==> config.mk <==
export PLATFORM = sky130hd
export DESIGN_NAME = fifo_param_flat
export DESIGN_NICKNAME = d
export VERILOG_FILES = /design/src/rtl/fifo_param_if.sv /design/src/rtl/fifo_param.sv /design/src/flat_wrapper.sv
export SDC_FILE = /design/constraint.sdc
export NUM_CORES = 1
export LEC_CHECK = 0
export BUFFER_PORTS_ARGS = -buffer_cell sky130_fd_sc_hd__buf_2
export CORE_MARGIN = 5
export CORE_UTILIZATION = 32
export CTS_CLUSTER_SIZE = 25
export DETAILED_ROUTE_END_ITERATION = 10
export GPL_TIMING_DRIVEN = 0
export SYNTH_ARGS = -nofsm -noshare
export SYNTH_HDL_FRONTEND = slang
export SYNTH_SLANG_ARGS = --single-unit
==> constraint.sdc <==
create_clock -name clk -period 2.02 [get_ports clk]
set_input_delay 0.606 -clock clk [delete_from_list [all_inputs] [get_ports clk]]
set_output_delay 0.606 -clock clk [all_outputs]
set_load 0.1 [all_outputs]
==> src/rtl/fifo_param_if.sv <==
// fifo_param_if: push/pop, threshold and status signals of fifo_param
interface fifo_param_if #(
  parameter int DATA_SIZE = 6,
  parameter int ADDR_SIZE = 2
);
  logic                 write;
  logic                 read;
  logic [DATA_SIZE-1:0] buff_in;
  logic [ADDR_SIZE:0]   umb_almost_full;
  logic [ADDR_SIZE:0]   umb_almost_empty;
  logic [DATA_SIZE-1:0] buffer_out;
  logic [ADDR_SIZE:0]   data_count;
  logic                 fifo_full;
  logic                 fifo_empty;
  logic                 almost_full;
  logic                 almost_empty;
  logic                 fifo_pause;
  logic                 fifo_error;
  modport master (
    output write, read, buff_in, umb_almost_full, umb_almost_empty,
    input  buffer_out, data_count, fifo_full, fifo_empty, almost_full, almost_empty, fifo_pause, fifo_error
  );
  modport slave (
    input  write, read, buff_in, umb_almost_full, umb_almost_empty,
    output buffer_out, data_count, fifo_full, fifo_empty, almost_full, almost_empty, fifo_pause, fifo_error
  );
endinterface

==> src/rtl/fifo_param.sv <==
// fifo_param: synchronous FIFO with thresholds, pause FSM and error flag (sticky when FIFO_ERROR_STICKY_EN is defined)
module fifo_param #(
  parameter int DATA_SIZE = 6,
  parameter int ADDR_SIZE = 2
) (
  input logic        clk,
  input logic        reset,
  fifo_param_if.slave bus
);
  typedef enum logic {RUN, PAUSE} state_t;
  state_t               state, state_nx;
  logic [DATA_SIZE-1:0] mem [2**ADDR_SIZE];
  logic [ADDR_SIZE-1:0] wr_ptr, rd_ptr;
  logic                 push, pop, err_ev;
  // count never exceeds depth, so its MSB alone marks full
  assign bus.fifo_full    = bus.data_count[ADDR_SIZE];
  assign bus.fifo_empty   = bus.data_count == '0;
  assign bus.almost_full  = bus.data_count >= bus.umb_almost_full;
  assign bus.almost_empty = bus.data_count <= bus.umb_almost_empty;
  assign bus.fifo_pause   = state == PAUSE;
  assign push   = bus.write && (!bus.fifo_full || bus.read);
  assign pop    = bus.read && !bus.fifo_empty;
  assign err_ev = (bus.write && bus.fifo_full && !bus.read) || (bus.read && bus.fifo_empty);
  always_comb begin
    state_nx = state;
    state_nx = state == RUN ? (bus.almost_full ? PAUSE : RUN) : (bus.almost_empty ? RUN : PAUSE);
  end
  always_ff @(posedge clk)
    if (push && !reset) mem[wr_ptr] <= bus.buff_in;
  always_ff @(posedge clk) begin
    if (reset) begin
      wr_ptr         <= '0;
      rd_ptr         <= '0;
      bus.data_count <= '0;
      bus.buffer_out <= '0;
      bus.fifo_error <= 1'b0;
      state          <= RUN;
    end else begin
      if (push) wr_ptr <= wr_ptr + 1'b1;
      if (pop) begin
        rd_ptr         <= rd_ptr + 1'b1;
        bus.buffer_out <= mem[rd_ptr];
      end
      bus.data_count <= (push && !pop) ? bus.data_count + 1'b1 :
                        (pop && !push) ? bus.data_count - 1'b1 : bus.data_count;
`ifdef FIFO_ERROR_STICKY_EN
      bus.fifo_error <= bus.fifo_error | err_ev;
`else
      bus.fifo_error <= err_ev;
`endif
      state <= state_nx;
    end
  end
endmodule

==> src/flat_wrapper.sv <==
// flat-port wrapper written by rule: the top's interface ports become plain ports
module fifo_param_flat 
#(
  parameter int DATA_SIZE = 6,
  parameter int ADDR_SIZE = 2
)
  (clk, reset, bus_write, bus_read, bus_buff_in, bus_umb_almost_full, bus_umb_almost_empty, bus_buffer_out, bus_data_count, bus_fifo_full, bus_fifo_empty, bus_almost_full, bus_almost_empty, bus_fifo_pause, bus_fifo_error);
  fifo_param_if #(.DATA_SIZE(DATA_SIZE), .ADDR_SIZE(ADDR_SIZE)) bus_i ();
  input logic clk;
  input logic reset;
  input wire logic [$bits(bus_i.write)-1:0] bus_write;
  input wire logic [$bits(bus_i.read)-1:0] bus_read;
  input wire logic [$bits(bus_i.buff_in)-1:0] bus_buff_in;
  input wire logic [$bits(bus_i.umb_almost_full)-1:0] bus_umb_almost_full;
  input wire logic [$bits(bus_i.umb_almost_empty)-1:0] bus_umb_almost_empty;
  output wire logic [$bits(bus_i.buffer_out)-1:0] bus_buffer_out;
  output wire logic [$bits(bus_i.data_count)-1:0] bus_data_count;
  output wire logic [$bits(bus_i.fifo_full)-1:0] bus_fifo_full;
  output wire logic [$bits(bus_i.fifo_empty)-1:0] bus_fifo_empty;
  output wire logic [$bits(bus_i.almost_full)-1:0] bus_almost_full;
  output wire logic [$bits(bus_i.almost_empty)-1:0] bus_almost_empty;
  output wire logic [$bits(bus_i.fifo_pause)-1:0] bus_fifo_pause;
  output wire logic [$bits(bus_i.fifo_error)-1:0] bus_fifo_error;
  assign bus_i.write = bus_write;
  assign bus_i.read = bus_read;
  assign bus_i.buff_in = bus_buff_in;
  assign bus_i.umb_almost_full = bus_umb_almost_full;
  assign bus_i.umb_almost_empty = bus_umb_almost_empty;
  assign bus_buffer_out = bus_i.buffer_out;
  assign bus_data_count = bus_i.data_count;
  assign bus_fifo_full = bus_i.fifo_full;
  assign bus_fifo_empty = bus_i.fifo_empty;
  assign bus_almost_full = bus_i.almost_full;
  assign bus_almost_empty = bus_i.almost_empty;
  assign bus_fifo_pause = bus_i.fifo_pause;
  assign bus_fifo_error = bus_i.fifo_error;
  fifo_param #(.DATA_SIZE(DATA_SIZE), .ADDR_SIZE(ADDR_SIZE)) u_core (.clk(clk), .reset(reset), .bus(bus_i));
endmodule
==> results.py, run 1 <==
metrics = {
    "outcome": {
        "status": "finished, violations left",
        "violations": "negative setup slack",
    },
    "timing": {
        "rsz0062_at_grt": "yes",
        "whs_ps": 469.8,
        "hold_viol_final": 0,
        "worst_pin_slew_ps": 558.6,
        "layout_worst_path_cycle_share_pct": 109.8,
        "setup_slack_ps": -198.0,
        "slew_viol_final": 0,
        "setup_viol": 2,
        "post-route-min-period_ps": 2218,
        "maxSlewHeadroom_pct": 62.76,
        "timing.fmax_ghz": 0.4509,
        "skew_ps": 9.590,
    },
    "final_layout": {
        "final_common_cell": "buf_2",
        "diodes": 0,
        "synthToLayoutAreaGrowth_pct": 35.17,
        "instances_no_fill": 252,
        "drive_above_1_share_pct": 46.67,
        "nets": 207,
        "layout_common_cells": "27 x buf_2, 24 x edfxtp_1, 13 x nor2_1, 13 x nand2_1, 12 x dfxtp_1",
    },
    "placement": {
        "portBuffers": 29,
        "place_congestion": 0.7027,
        "dp_cells": 235,
        "hpwl_mm": 2.254,
    },
    "worst_setup_path": {
        "end_kind": "primary output",
        "cp-start-kind": "input port",
        "worstSetupPathType": "in2out",
        "cp_data_arrival_time_ps": 1610,
        "crit_fanout": 2,
        "cp.required_ps": 1410,
    },
    "cts": {
        "tritoncts": "yes",
        "clockBufferDepth": 2,
        "clk_pin_slew_ps": 80,
        "clk_latency_ps": 290,
        "cts_buffers": 5,
        "cts_sinks": 39,
        "cts-root-buf": "clkbuf_8",
        "ctsHtreeMaxLevel": 2,
    },
    "grt": {
        "grt_pass1_vias": 1208,
        "grt_pass1_wl_mm": 5.671,
        "grt_overflow": 0,
        "grt_max_degree": 14,
        "antenna_found_initial": 0,
        "grtUsageTotal_pct": 10.42,
    },
    "logic_synthesis": {
        "synth_area_sq_mm": 0.001747,
        "yosysSeqAreaShare_pct": 58.45,
        "synth_seq_cells": 39,
        "syn_avg_cell_area_sq_um": 13.03,
        "synth_cells": 134,
        "synth_cell_type_count": 30,
        "yosys_warnings": 0,
        "syn-num-nets": 162,
    },
    "die": {
        "die_y_um": 83.88,
        "die_w_um": 83.88,
        "initial_core_util_pct": 32.31,
        "row_count": 27,
        "core_sq_mm": 0.005405,
        "dieArea_sq_mm": 0.007036,
        "ioPinCount": 31,
    },
    "power_and_ir_drop": {
        "p_leak_uw": 0.0009260,
        "peakVddDrop_mv": 1.079,
        "p_per_area_mw_per_mm2": 1651,
    },
    "run": {
        "cap_violations": 0,
    },
    "detailed_routing": {
        "avgViaCountPerCell": 4.413,
        "dr.pass1.iters": 2,
        "vias": 1112,
        "wl_mm": 3.356,
        "wl_per_cell_um": 13.32,
        "drc": 0,
        "first_iter_violations": 24,
        "ant_nets": 0,
    },
    "min_path": {
        "min_path_type": "reg2reg",
    },
}
power breakdown:
group	switching [uW]	internal (uW)
Clock	266	367
Combinational	1430	768
Sequential	88.9	975
Total	1790	2110
critical path, cell delays in order:
cell and delay (ps):
buf_8 110, inv_12 40, ha_4 180, nor2b_4 120, o21a_1 210, o21ai_4 160
buf_12 190
cell usage after synthesis, drive strengths merged:
master | number | area, sq um
edfxtp | 24 | 720.7
dfxtp | 15 | 300.3
nand2 | 14 | 55.06
nor2 | 13 | 48.80
ha | 11 | 137.6
inv | 11 | 41.29
a21oi | 9 | 67.56
buf | 6 | 43.79
mux4 | 6 | 135.1
and2 | 4 | 25.02
o21ai | 4 | 23.77
xor2 | 3 | 26.28
mux2i | 2 | 20.02
xnor2 | 2 | 17.52
clkinv | 1 | 8.760
fa | 1 | 20.02
nand3 | 1 | 5.000
nand3b | 1 | 7.510
nor2b | 1 | 6.260
nor3 | 1 | 5.000
o21a | 1 | 7.510
o2bb2ai | 1 | 8.760
o31a | 1 | 8.760
or3 | 1 | 6.260
timing repair:
action	4_1_cts	5_1_grt
hold buffers	0	0
gates resized for setup	19	6
setup buffers	8	1
pin swaps	8	2
endpoints found under the setup margin	3	3
layer usage:
metal	global-route usage (%)	vias to the layer above	part of all wire (%)
met5	0	-	0
met4	4.386	0	1.4
met3	2.962	6	4.6
met2	18.00	25	52
met1	12.00	530	42
li1	-	551	-
sequential cells by signal, summed over array words and instances (netlist names):
signal,cells
u_core.bus.buffer_out,6
u_core.mem,24
u_core.bus.fifo_error,1
u_core.bus.fifo_pause,1
u_core.wr_ptr,2
u_core.bus.data_count,3
u_core.rd_ptr,2
cells by family (layout without fill, tap and decap cells):
logic type | Yosys count | count (layout) | synth area share, %
flip-flops | 39 | 39 | 58.45
AND/OR/NAND/NOR | 36 | 36 | 9.098
buffers and inverters | 18 | 64 | 5.372
AO/OA/AOI/OAI | 16 | 16 | 6.662
adder cells (fa/ha/maj) | 12 | 12 | 9.026
multiplexers | 8 | 8 | 8.883
XOR/XNOR | 5 | 5 | 2.508
path summary, 6_finish.rpt:
path | slack, ps | cells past startpoint | to | startpoint
max | -200 | 7 | bus_almost_empty | bus_umb_almost_empty[1]
min | 470 | 2 | u_core.bus.buffer_out[0]$_SDFFE_PP0P_ | u_core.bus.buffer_out[0]$_SDFFE_PP0P_
max reg2reg | 10 | 9 | u_core.bus.data_count[2]$_SDFFE_PP0P_ | u_core.bus.data_count[1]$_SDFFE_PP0P_
min reg2reg | 470 | 2 | u_core.bus.buffer_out[0]$_SDFFE_PP0P_ | u_core.bus.buffer_out[0]$_SDFFE_PP0P_
area by class of cell:
class	instances	area (sq um)
multi-input cells	77	740.7
well taps	72	90.09
inverters	12	70.07
clock buffers	5	68.82
clock inverters	3	43.79
repair buffers	38	271.5
flip-flops and latches	39	1032
plain buffers	6	43.79
fillers	509	3044
through the flow:
| stage | setup TNS [ps] | power, uW | area, sq um | setup slack, ps | util (%) |
|---|---|---|---|---|---|
| after floorplan | -646.9 | 2641 | 1832 | -326.8 | - |
| after global placement | -1075 | 2902 | 2067 | -513.0 | 38.24 |
| after detailed placement | -1116 | 2919 | 2067 | -529.3 | 38.24 |
| after CTS | -191.1 | 3822 | 2326 | -179.9 | 43.03 |
| after global routing | -461.8 | 4113 | 2361 | -221.4 | 43.68 |
| final | -276.0 | 3897 | 2361 | -198.0 | 43.68 |
Note: power is estimated with default switching activity, not from simulation.
==> run 2: changes to the inputs <==
--- a/config.mk
+++ b/config.mk
@@ -11,6 +11,7 @@
 export CTS_CLUSTER_SIZE = 25
 export DETAILED_ROUTE_END_ITERATION = 10
 export GPL_TIMING_DRIVEN = 0
+export RECOVER_POWER = 100
 export SYNTH_ARGS = -nofsm -noshare
 export SYNTH_HDL_FRONTEND = slang
 export SYNTH_SLANG_ARGS = --single-unit
==> results.py, run 2 (same netlist as run 1, synthesis figures left out) <==
metrics = {
    "worst_setup_path": {
        "crit_fanout": 2,
        "end_kind": "primary output",
        "cp.required_ps": 1410,
        "cp_data_arrival_time_ps": 1610,
        "crit-reg2reg-launch": "u_core.bus.data_count[1]$_SDFFE_PP0P_",
        "crit_path_end": "bus_almost_empty",
        "setup.worst_path.start": "bus_umb_almost_empty[1]",
        "rr_worst_depth": 9,
        "worstSetupPathType": "in2out",
        "cp-start-kind": "input port",
        "r2r_end": "u_core.bus.data_count[2]$_SDFFE_PP0P_",
        "r2r_slack_ps": -60,
    },
    "grt": {
        "grt_max_degree": 14,
        "antenna_found_initial": 0,
        "grt_overflow": 0,
        "grtUsageTotal_pct": 10.42,
        "grt_pass1_vias": 1208,
        "grt_pass1_wl_mm": 5.671,
    },
    "cts": {
        "cts_sinks": 39,
        "clockBufferDepth": 2,
        "ctsHtreeMaxLevel": 2,
        "cts_buffers": 5,
        "clk_pin_slew_ps": 80,
        "hold_buffers": 0,
        "tritoncts": "yes",
        "cts-root-buf": "clkbuf_8",
        "clk_latency_ps": 290,
    },
    "timing": {
        "setup_slack_ps": -198.8,
        "timing.fmax_ghz": 0.4507,
        "maxSlewHeadroom_pct": 55.59,
        "setup_viol": 4,
        "skew_ps": 8.021,
        "post-route-min-period_ps": 2219,
        "fin_tns_setup_ps": -353.6,
        "hold_viol_final": 0,
        "rsz0062_at_grt": "yes",
        "layout_worst_path_cycle_share_pct": 109.8,
        "slew_viol_final": 0,
        "worst_pin_slew_ps": 666.1,
    },
    "final_layout": {
        "top_regs": "u_core.mem (24), u_core.bus.buffer_out (6), u_core.bus.data_count (3)",
        "regMostFlops": "u_core.mem",
        "final_common_cell": "edfxtp_1",
        "synthToLayoutAreaGrowth_pct": 32.24,
        "nFillCells": 520,
        "nets": 207,
        "largest_reg_flops": 24,
        "layout_common_cells": "24 x edfxtp_1, 13 x nor2_1, 13 x nand2_1",
        "diodes": 0,
        "drive_above_1_share_pct": 38.33,
    },
    "run": {
        "cap_violations": 0,
    },
    "power_and_ir_drop": {
        "total_power_uw": 3835,
        "p_per_area_mw_per_mm2": 1660,
        "p_leak_uw": 0.0008900,
        "peakVddDrop_mv": 1.071,
    },
    "placement": {
        "portBuffers": 29,
        "place_congestion": 0.7027,
        "hpwl_mm": 2.254,
    },
    "outcome": {
        "violations": "negative setup slack",
        "status": "finished, violations left",
    },
    "die": {
        "initial_core_util_pct": 32.31,
        "dieArea_sq_mm": 0.007036,
        "die_y_um": 83.88,
        "ioPinCount": 31,
        "core_sq_mm": 0.005405,
        "row_count": 27,
        "die_w_um": 83.88,
    },
    "detailed_routing": {
        "wl_mm": 3.366,
        "vias": 1115,
        "first_iter_violations": 19,
        "wl_per_cell_um": 13.36,
        "ant_nets": 0,
        "avgViaCountPerCell": 4.425,
        "drc": 0,
        "dr.pass1.iters": 2,
    },
    "min_path": {
        "min_path_type": "reg2reg",
    },
}
run 2: per-stage QoR:
stage               hold slack [ps]  utilization [%]  cell area (sq um)  instances  setup WS, ps
CTS                           467.3            43.03               2326        251        -179.9
detailed placement            454.0            38.24               2067        235        -529.3
finish                        456.6            42.73               2310        252        -198.8
floorplan                     517.5                -               1832        134        -326.8
global placement              453.9            38.24               2067        235        -513.0
global route                  474.2            42.73               2310        252        -221.4
run 2: worst max-delay path, cell delays in order:
cell and delay, ps:
buf_8 110, inv_12 40, ha_4 180, nor2b_4 120, o21a_1 210, o21ai_4 160
buf_12 190
run 2: worst min path at each step:
stage / cells after the start / slack, ps / end / start
final: 2 / 460 / u_core.bus.buffer_out[0]$_SDFFE_PP0P_ / u_core.bus.buffer_out[0]$_SDFFE_PP0P_
after global routing: 2 / 470 / u_core.bus.buffer_out[0]$_SDFFE_PP0P_ / u_core.bus.buffer_out[0]$_SDFFE_PP0P_
after CTS: 2 / 470 / u_core.bus.buffer_out[0]$_SDFFE_PP0P_ / u_core.bus.buffer_out[0]$_SDFFE_PP0P_
after detailed placement: 2 / 450 / u_core.bus.buffer_out[0]$_SDFFE_PP0P_ / u_core.bus.buffer_out[0]$_SDFFE_PP0P_
after global placement: 2 / 450 / u_core.bus.buffer_out[0]$_SDFFE_PP0P_ / u_core.bus.buffer_out[0]$_SDFFE_PP0P_
after floorplan: 2 / 520 / u_core.wr_ptr[1]$_SDFFE_PP0P_ / u_core.wr_ptr[1]$_SDFFE_PP0P_
run 2: layout make-up:
type / instances / area, sq um / share of cell area [%]
Tap cell: 72 / 90.09 / 3.900
Clock buffer: 5 / 68.82 / 2.979
Buffer: 6 / 35.03 / 1.517
Sequential cell: 39 / 1032 / 44.69
Multi-Input combinational cell: 77 / 705.7 / 30.55
Clock inverter: 3 / 43.79 / 1.896
Timing Repair Buffer: 38 / 264.0 / 11.43
Inverter: 12 / 70.07 / 3.034
run 2: per-layer routing:
metal	vias to the layer above	routed length (um)	part of all wire (%)	GRT usage [%]
li1	552	-	-	-
met1	530	1405	42	12.00
met2	27	1733	51	18.00
met3	6	185	5.5	2.962
met4	0	42	1.2	4.386
met5	-	0	0	0
run 2: power breakdown:
| group | internal [uW] | total [uW] | switching (uW) |
|---|---|---|---|
| Combinational | 724 | 2140 | 1410 |
| Sequential | 975 | 1060 | 88.4 |
| Clock | 367 | 636 | 268 |
| Total | 2070 | 3840 | 1770 |
run 2: what timing repair did:
item                       4_1_cts  5_1_grt
resized for setup               19        6
setup endpoints to repair        3        3
setup buffers                    8        1
pin swaps                        8        2
==> run 3: changes to the inputs <==
--- a/config.mk
+++ b/config.mk
@@ -5,6 +5,7 @@
 export SDC_FILE = /design/constraint.sdc
 export NUM_CORES = 1
 export LEC_CHECK = 0
+export ABC_AREA = 1
 export BUFFER_PORTS_ARGS = -buffer_cell sky130_fd_sc_hd__buf_2
 export CORE_MARGIN = 5
 export CORE_UTILIZATION = 32
==> results.py, run 3 <==
metrics = {
    "worst_setup_path": {
        "cp.required_ps": 1410,
        "crit_fanout": 3,
        "worstSetupPathType": "in2out",
        "cp-start-kind": "input port",
        "cp_data_arrival_time_ps": 1410,
        "end_kind": "primary output",
    },
    "final_layout": {
        "final_common_cell": "nand2_1",
        "nFillCells": 606,
        "drive_above_1_share_pct": 32.10,
        "nets": 298,
        "regMostFlops": "u_core.mem",
        "postLayoutCellArea_sq_mm": 0.002461,
        "layout_common_cells": "53 x nand2_1, 30 x inv_1, 24 x edfxtp_1",
        "top_regs": "u_core.mem (24), u_core.bus.buffer_out (6), u_core.bus.data_count (3)",
        "synthToLayoutAreaGrowth_pct": 26.66,
        "diodes": 0,
        "largest_reg_flops": 24,
    },
    "grt": {
        "grt_max_degree": 12,
        "grt_pass1_wl_mm": 6.458,
        "grt_overflow": 0,
        "grt_pass1_vias": 1452,
        "grtUsageTotal_pct": 11.02,
        "antenna_found_initial": 0,
    },
    "die": {
        "core_sq_mm": 0.005921,
        "die_y_um": 87.93,
        "dieArea_sq_mm": 0.007731,
        "row_count": 28,
        "die_w_um": 87.93,
        "initial_core_util_pct": 32.82,
        "ioPinCount": 31,
    },
    "logic_synthesis": {
        "yosys_warnings": 0,
        "synth_cell_type_count": 20,
        "yosysSeqAreaShare_pct": 52.54,
        "synthArstFlopShare_pct": 0,
        "ys.flop_type": "edfxtp_1",
        "synth_edf_count": 24,
        "synth_largest_area_cell": "edfxtp_1",
        "synth_cells": 228,
        "synth_seq_cells": 39,
        "syn_avg_cell_area_sq_um": 8.522,
        "synth_area_sq_mm": 0.001943,
        "synth_most_common_cell": "nand2_1",
        "synth_top_area_share_pct": 37.09,
        "syn-num-nets": 256,
        "synth_commonest_cells": "59 x nand2_1, 34 x inv_1, 24 x edfxtp_1",
        "synthTopCellsByArea": "edfxtp_1 37%, dfxtp_1 15%, nand2_1 11%",
    },
    "outcome": {
        "status": "finished clean",
    },
    "detailed_routing": {
        "vias": 1443,
        "dr.pass1.iters": 4,
        "drc": 0,
        "wl_per_cell_um": 11.48,
        "wl_mm": 3.973,
        "ant_nets": 0,
        "first_iter_violations": 54,
        "avgViaCountPerCell": 4.171,
    },
    "cts": {
        "cts_buffers": 5,
        "clk_pin_slew_ps": 70,
        "clk_latency_ps": 290,
        "hold_buffers": 0,
        "cts-root-buf": "clkbuf_8",
        "clockBufferDepth": 2,
        "ctsHtreeMaxLevel": 2,
        "cts_sinks": 39,
        "tritoncts": "yes",
    },
    "placement": {
        "portBuffers": 30,
        "place_congestion": 0.7466,
        "hpwl_mm": 2.789,
        "dp_slack_ps": -348.0,
        "place_area_sq_mm": 0.002208,
    },
    "timing": {
        "layout_worst_path_cycle_share_pct": 99.68,
        "timing.fmax_ghz": 0.4967,
        "skew_ps": 8.701,
        "post-route-min-period_ps": 2013,
        "hold_viol_final": 0,
        "slew_viol_final": 0,
        "worst_pin_slew_ps": 604.2,
        "fin_tns_setup_ps": 0,
        "rsz0062_at_grt": "yes",
        "setup_slack_ps": 6.542,
        "setup_viol": 0,
        "maxSlewHeadroom_pct": 59.57,
    },
    "min_path": {
        "min_path_type": "reg2reg",
    },
    "power_and_ir_drop": {
        "peakVddDrop_mv": 1.048,
        "p_leak_uw": 0.001153,
        "p_per_area_mw_per_mm2": 1488,
    },
    "run": {
        "cap_violations": 0,
    },
}
==> run 3: changes by cell type after synthesis, sizes merged, moves of 2 or more <==
| cell | delta |
|---|---|
| nand2 | +46 |
| inv | +43 |
| nand3 | +18 |
| nor2 | +10 |
| mux4 | -6 |
| and2 | -4 |
| xor2 | -3 |
| mux2i | -2 |
| xnor2 | -2 |
==> run 3: final cells by class <==
cell class	instances	area (sq um)	share of cell area, %
repair buffers	35	222.7	9.049
flip-flops and latches	39	1032	41.94
clock inverters	1	5.005	0.2034
well taps	75	93.84	3.813
inverters	55	214.0	8.693
plain buffers	6	46.29	1.881
clock buffers	7	76.32	3.101
multi-input cells	128	770.7	31.32
==> run 3: stage by stage <==
step	instances	hold slack (ps)	util, %	total power, uW
3_5_place_dp	333	464.4	37.30	2914
3_3_place_gp	333	460.3	37.30	2890
4_1_cts	343	516.1	40.22	3580
5_1_grt	346	520.1	41.57	3907
6_report	346	513.3	41.57	3663
2_1_floorplan	228	499.4	-	2612
==> run 3: kinds of logic (layout without fill, tap and decap cells) <==
kind of cell,Yosys count,count (layout),synth area share (%)
fa+ha+maj,12,12,8.113
buf+inv,61,104,13.20
flops,39,39,52.54
simple gates,103,103,22.60
compound gates,13,13,3.541
==> run 3: final timing paths <==
kind                                                               to  slack [ps]                                   from  cells past startpoint
worst max-delay path                                 bus_almost_empty           7                bus_umb_almost_empty[2]                      7
worst min register to register  u_core.bus.buffer_out[3]$_SDFFE_PP0P_         510  u_core.bus.buffer_out[3]$_SDFFE_PP0P_                      4
worst max register to register  u_core.bus.data_count[1]$_SDFFE_PP0P_         140  u_core.bus.data_count[2]$_SDFFE_PP0P_                      8
worst min-delay path            u_core.bus.buffer_out[3]$_SDFFE_PP0P_         510  u_core.bus.buffer_out[3]$_SDFFE_PP0P_                      4
==> run 3: routing by layer <==
| layer | up-vias | GRT usage, % | part of all wire [%] |
|---|---|---|---|
| li1 | 774 | - | - |
| met1 | 632 | 12.41 | 44 |
| met2 | 31 | 19.52 | 48 |
| met3 | 6 | 3.010 | 5.9 |
| met4 | 0 | 4.603 | 1.8 |
| met5 | - | 0 | 0 |
==> run 3: critical path: stages <==
cell and delay [ps]:
buf_6 100, inv_4 50, ha_4 210, a21oi_4 120, nand2_2 80, nand2_4 70
buf_12 170
==> run 3: what timing repair did <==
action,4_1_cts,5_1_grt
gates resized for setup,17,16
setup buffers,2,3
pin swaps,4,7
endpoints found under the hold margin,0,0
setup endpoints to repair,2,4
==> run 3: where the power goes <==
| part | leakage [uW] | total, uW | internal [uW] | switching, uW |
|---|---|---|---|---|
| Clock | 0.0000422 | 501 | 242 | 259 |
| Sequential | 0.000344 | 1080 | 979 | 99.9 |
| Combinational | 0.000767 | 2080 | 587 | 1500 |
| Total | 0.00115 | 3660 | 1810 | 1850 |
